## src/rtl/rr_arb_n.sv

```systemverilog
// N-way round-robin arbiter with registered one-hot grants, a tenure limit and
// a mandatory one-cycle dead gap between consecutive owners.
module rr_arb_n #(
    parameter int N        = 4,
    parameter int IDW      = 2,
    parameter int MAX_HOLD = 16
) (
    input  logic           clk,
    input  logic           reset,
    input  logic [N-1:0]   request,
    output logic [N-1:0]   grant,
    output logic           grant_valid,
    output logic [IDW-1:0] grant_id,
    output logic           expired
);

    localparam int CW = (MAX_HOLD > 0) ? $clog2(MAX_HOLD + 1) : 1;

    typedef enum logic [1:0] {
        IDLE  = 2'd0,
        GRANT = 2'd1,
        GAP   = 2'd2
    } state_t;

    state_t         r_state;
    logic [N-1:0]   r_grant;
    logic           r_valid;
    logic [IDW-1:0] r_id;
    logic [IDW-1:0] r_last;
    logic [CW-1:0]  r_hold;
    logic           r_expired;

    logic [IDW-1:0] w_win;
    logic [N-1:0]   w_onehot;
    logic           w_any;
    logic           w_tenure_up;

    // Scan starts just after the previous winner, so the latest owner ranks last.
    always_comb begin
        logic           found;
        logic [IDW-1:0] idx;
        found = 1'b0;
        idx   = '0;
        w_win = '0;
        for (int i = 1; i <= N; i++) begin
            idx = IDW'((int'(r_last) + i) % N);
            if (!found && request[idx]) begin
                w_win = idx;
                found = 1'b1;
            end
        end
    end

    assign w_any       = |request;
    assign w_onehot    = N'(1) << w_win;
    assign w_tenure_up = (MAX_HOLD != 0) && (r_hold == CW'(MAX_HOLD));

    always_ff @(posedge clk) begin
        if (reset) begin
            r_state   <= IDLE;
            r_grant   <= '0;
            r_valid   <= 1'b0;
            r_id      <= '0;
            r_last    <= IDW'(N - 1);
            r_hold    <= '0;
            r_expired <= 1'b0;
        end else begin
            r_expired <= 1'b0;
            case (r_state)
                IDLE, GAP: begin
                    if (w_any) begin
                        r_grant <= w_onehot;
                        r_valid <= 1'b1;
                        r_id    <= w_win;
                        r_last  <= w_win;
                        r_hold  <= CW'(1);
                        r_state <= GRANT;
                    end else begin
                        r_state <= IDLE;
                    end
                end
                GRANT: begin
                    // A release on the expiry cycle wins over expiry, so no pulse.
                    if (!request[r_id]) begin
                        r_grant <= '0;
                        r_valid <= 1'b0;
                        r_state <= GAP;
                    end else if (w_tenure_up) begin
                        r_grant   <= '0;
                        r_valid   <= 1'b0;
                        r_expired <= 1'b1;
                        r_state   <= GAP;
                    end else if (r_hold != {CW{1'b1}}) begin
                        r_hold <= r_hold + CW'(1);
                    end
                end
                default: begin
                    r_grant <= '0;
                    r_valid <= 1'b0;
                    r_state <= IDLE;
                end
            endcase
        end
    end

    assign grant       = r_grant;
    assign grant_valid = r_valid;
    assign grant_id    = r_id;
    assign expired     = r_expired;

endmodule

```

## config.mk

```make
export PLATFORM = sky130hd
export DESIGN_NAME = rr_arb_n
export DESIGN_NICKNAME = d
export VERILOG_FILES = /design/src/rtl/rr_arb_n.sv
export SDC_FILE = /design/constraint.sdc
export NUM_CORES = 1
export LEC_CHECK = 0
export BUFFER_PORTS_ARGS = -buffer_cell sky130_fd_sc_hd__buf_2
export CAP_MARGIN = 20
export CORE_MARGIN = 4
export CORE_UTILIZATION = 40
export CTS_BUF_LIST = sky130_fd_sc_hd__clkbuf_4
export CTS_CLUSTER_SIZE = 25
export DETAILED_ROUTE_END_ITERATION = 8
export GPL_TIMING_DRIVEN = 0
export HOLD_SLACK_MARGIN = 0.15
export PLACE_DENSITY = 0.69
export SETUP_SLACK_MARGIN = 0.1
export SLEW_MARGIN = 20
export SYNTH_ARGS = -nofsm -noshare
export SYNTH_HDL_FRONTEND = slang
export SYNTH_SLANG_ARGS = --single-unit
```

## constraint.sdc

```tcl
create_clock -name clk -period 1.64 [get_ports clk]
set_input_delay 0.328 -clock clk [delete_from_list [all_inputs] [get_ports clk]]
set_output_delay 0.328 -clock clk [all_outputs]
set_load 0.03 [all_outputs]
```

==> summary.txt <==
Status = completed
Worst Skew = 3.188 ps
Synth Area in Compound Gates = 25.37%
Pint = 0.6668 mW
Worst-margin pin slew = 545.1 ps
NetSw = 0.2934 mW
Combinational Power Share = 26.6%
Die width = 53.78 µm
Fin crit period = 1632 ps
Final Hold Vio Count = 0
Post-synth top cells = dfxtp_1, a21oi_1, nor2_1
Final wirelength = 1.928 mm
Number of synthesized flops with an enable pin = 0
Sw Ratio = 30.56%
Share of post-route cells with drive strength above 1 = 40.00%
Power density cells = 848.9 mW/mm²
Setup TNS = 0 ps
Total GRT Usage = 15.46%
Routed len/inst = 13.58 µm
Kind of critical path = flip-flop to flip-flop
Reg clk slew, reported paths = 90 ps
CTS buffer count = 3
FF-to-FF Start = r_state[0]
Die Y = 53.78 µm
DRT iter0 DRCs = 9
Sequential share of the synthesized area = 40.60%
H-tree levels = 1
Required time of the critical path = 1860 ps
CTS tree = done
Critical Path AT = 1860 ps
Row count = 16
Vias in the first global route = 752
Worst path max stage delay = 510 ps
Total congestion overflow = 0
Proportion of synthesized area in mux cells = 2.388%
Number of synthesis warnings = 0
Gate Count Post-Synth = 92
Main combinational cell family by area after synthesis = simple AND/OR/NAND/NOR gates
CP cell instances = or3b_4, o22a_4, or4_4, a21oi_2
Ports = 14
Part of the power in registers = 49.6%
Peak VDD IR = 0.0007437 V
Leak pwr = 0.4205 nW
Worst Path Max Fanout = 5
Syn avg cell area = 9.112 µm²
CP Buf/Inv Count = 0
First-pass GRT wire length = 3.180 mm
Antenna-violating nets left = 0
Syn_nets = 101
TritonRoute pass-1 iters = 6
Period utilization = 99.53%
CP top delay family = simple AND/OR/NAND/NOR gates
Die area = 0.002892 mm²
#FFs+latches synth = 17
Setup-failing EPs final = 0
Crit-path slowest cell = or4_4
Skew-Pair Late Insertion Delay = 280 ps
Total Nets Final = 125
Crit. End Element = flip-flop
Synth async-reset ratio = 0%
Core area = 0.001982 mm²
Most used standard cell by instance count after synthesis = dfxtp_1
Max_cap viols = 0
Post-Synth Simple-Gate Area = 25.37%
Primary FF master, synth = dfxtp_1
Hold crit path type = input pin to flip-flop
Port bufs = 13
HPWL Detailed = 1.341 mm
Post-synth top area share = 40.60%
Adder-cell share of the synthesized area = 4.478%
Vias per cell = 5.592
Slew HR = 63.20%
DRC viols = 0
Vias = 794
CTS Hold Buffers Added = 0
Sink Count = 17
Yosys cell types = 34
Area growth syn-to-layout = 34.92%
Layout Utilization = 57.07%
Synth area leader = dfxtp_1
Pin count of the biggest net entering global routing = 11
Max Slew Vio Count = 0
Initial antenna violation count = 0
Peak Freq = 0.6127 GHz
Synth Area in XOR/XNOR = 0%
Clock tree buffer depth = 2
Crit start category = flip-flop
Unrepaired setup endpoints after global routing = true
CTS root buffer = clkbuf_4
Largest cells by area after synthesis = dfxtp_1, a21oi_1, a32o_1
HP Start = reset
GP Congestion = 0.7438
Antenna cell count = 0
Mapped Area = 838.3 µm²
Worst Setup SP = r_state[0]
Starting density of the core = 42.30%
Clk network pwr share = 23.9%
layout by cell type (no fill, tap or decap), types with 4 or more instances in the layout:
master,count
dfxtp_1,11
nor2b_1,4
o21ai_0,4
nand2_1,4
buf_4,5
a21oi_1,6
nor2_1,4
a32o_1,4
buf_2,13
clkbuf_4,4
power groups by stage:
stage	registers [mW]	clock network (mW)	logic (mW)
after floorplan	0.517	0	0.122
after global placement	0.485	0	0.210
after detailed placement	0.487	0	0.214
after CTS	0.475	0.237	0.245
after global routing	0.480	0.260	0.279
final	0.476	0.229	0.255
path summary, 6_finish.rpt:
path	end	slack [ps]	cells past startpoint
setup / recovery	r_hold[2]	8	4
hold / removal	expired	450	3
setup reg to reg	r_hold[2]	8	4
hold reg to reg	grant[0]	480	1
timing repair:
action | in CTS | in global routing
gates resized for setup | 13 | 7
pin swaps | 4 | 5
setup buffers | 5 | 1
setup endpoints to repair | 12 | 12
per-layer routing:
layer / global-route usage [%] / part of all wire, %
met3: 6.094 / 4.9
met1: 18.35 / 46
met2: 25.20 / 49
met4: 5.106 / 0.52
met5: 0 / 0
logic make-up (layout without fill, tap and decap cells):
| group | count (synthesis) | count (layout) |
|---|---|---|
| simple gates | 36 | 36 |
| fa+ha+maj | 3 | 3 |
| buf+inv | 4 | 27 |
| flops | 17 | 17 |
| compound gates | 30 | 30 |
| mux | 2 | 2 |
metrics by stage:
stage | area (µm²) | hold slack (ps) | setup WS [ps] | std cells | total power [mW]
global placement | 957.2 | 428.8 | -144.2 | 132 | 0.6950
detailed placement | 957.2 | 432.1 | -148.4 | 132 | 0.7011
global route | 1131 | 450.9 | -22.28 | 142 | 1.019
CTS | 1099 | 376.8 | -7.933 | 141 | 0.9570
finish | 1131 | 448.7 | 7.778 | 142 | 0.9601
floorplan | 858.3 | 406.8 | -20.15 | 92 | 0.6387
worst reg2reg max path, stage by stage (launching register included):
cell     delay [ps]
dfxtp_4         350
or3b_4          380
o22a_4          220
or4_4           510
a21oi_2         110
state kept, by name (all words and copies together) (netlist names):
name	flops
r_hold	5
grant	4
grant_id	2
r_last	2
r_state	2
expired	1
grant_valid	1
layout make-up:
class | instances | area [µm²]
buffer | 1 | 3.754
clock buffer | 4 | 30.03
fill | 179 | 850.8
inverter | 3 | 11.26
multi-input combinational | 71 | 574.3
sequential | 17 | 355.3
tap | 27 | 33.78
timing repair buffer | 19 | 122.6
(Power assumes the default switching activity.)
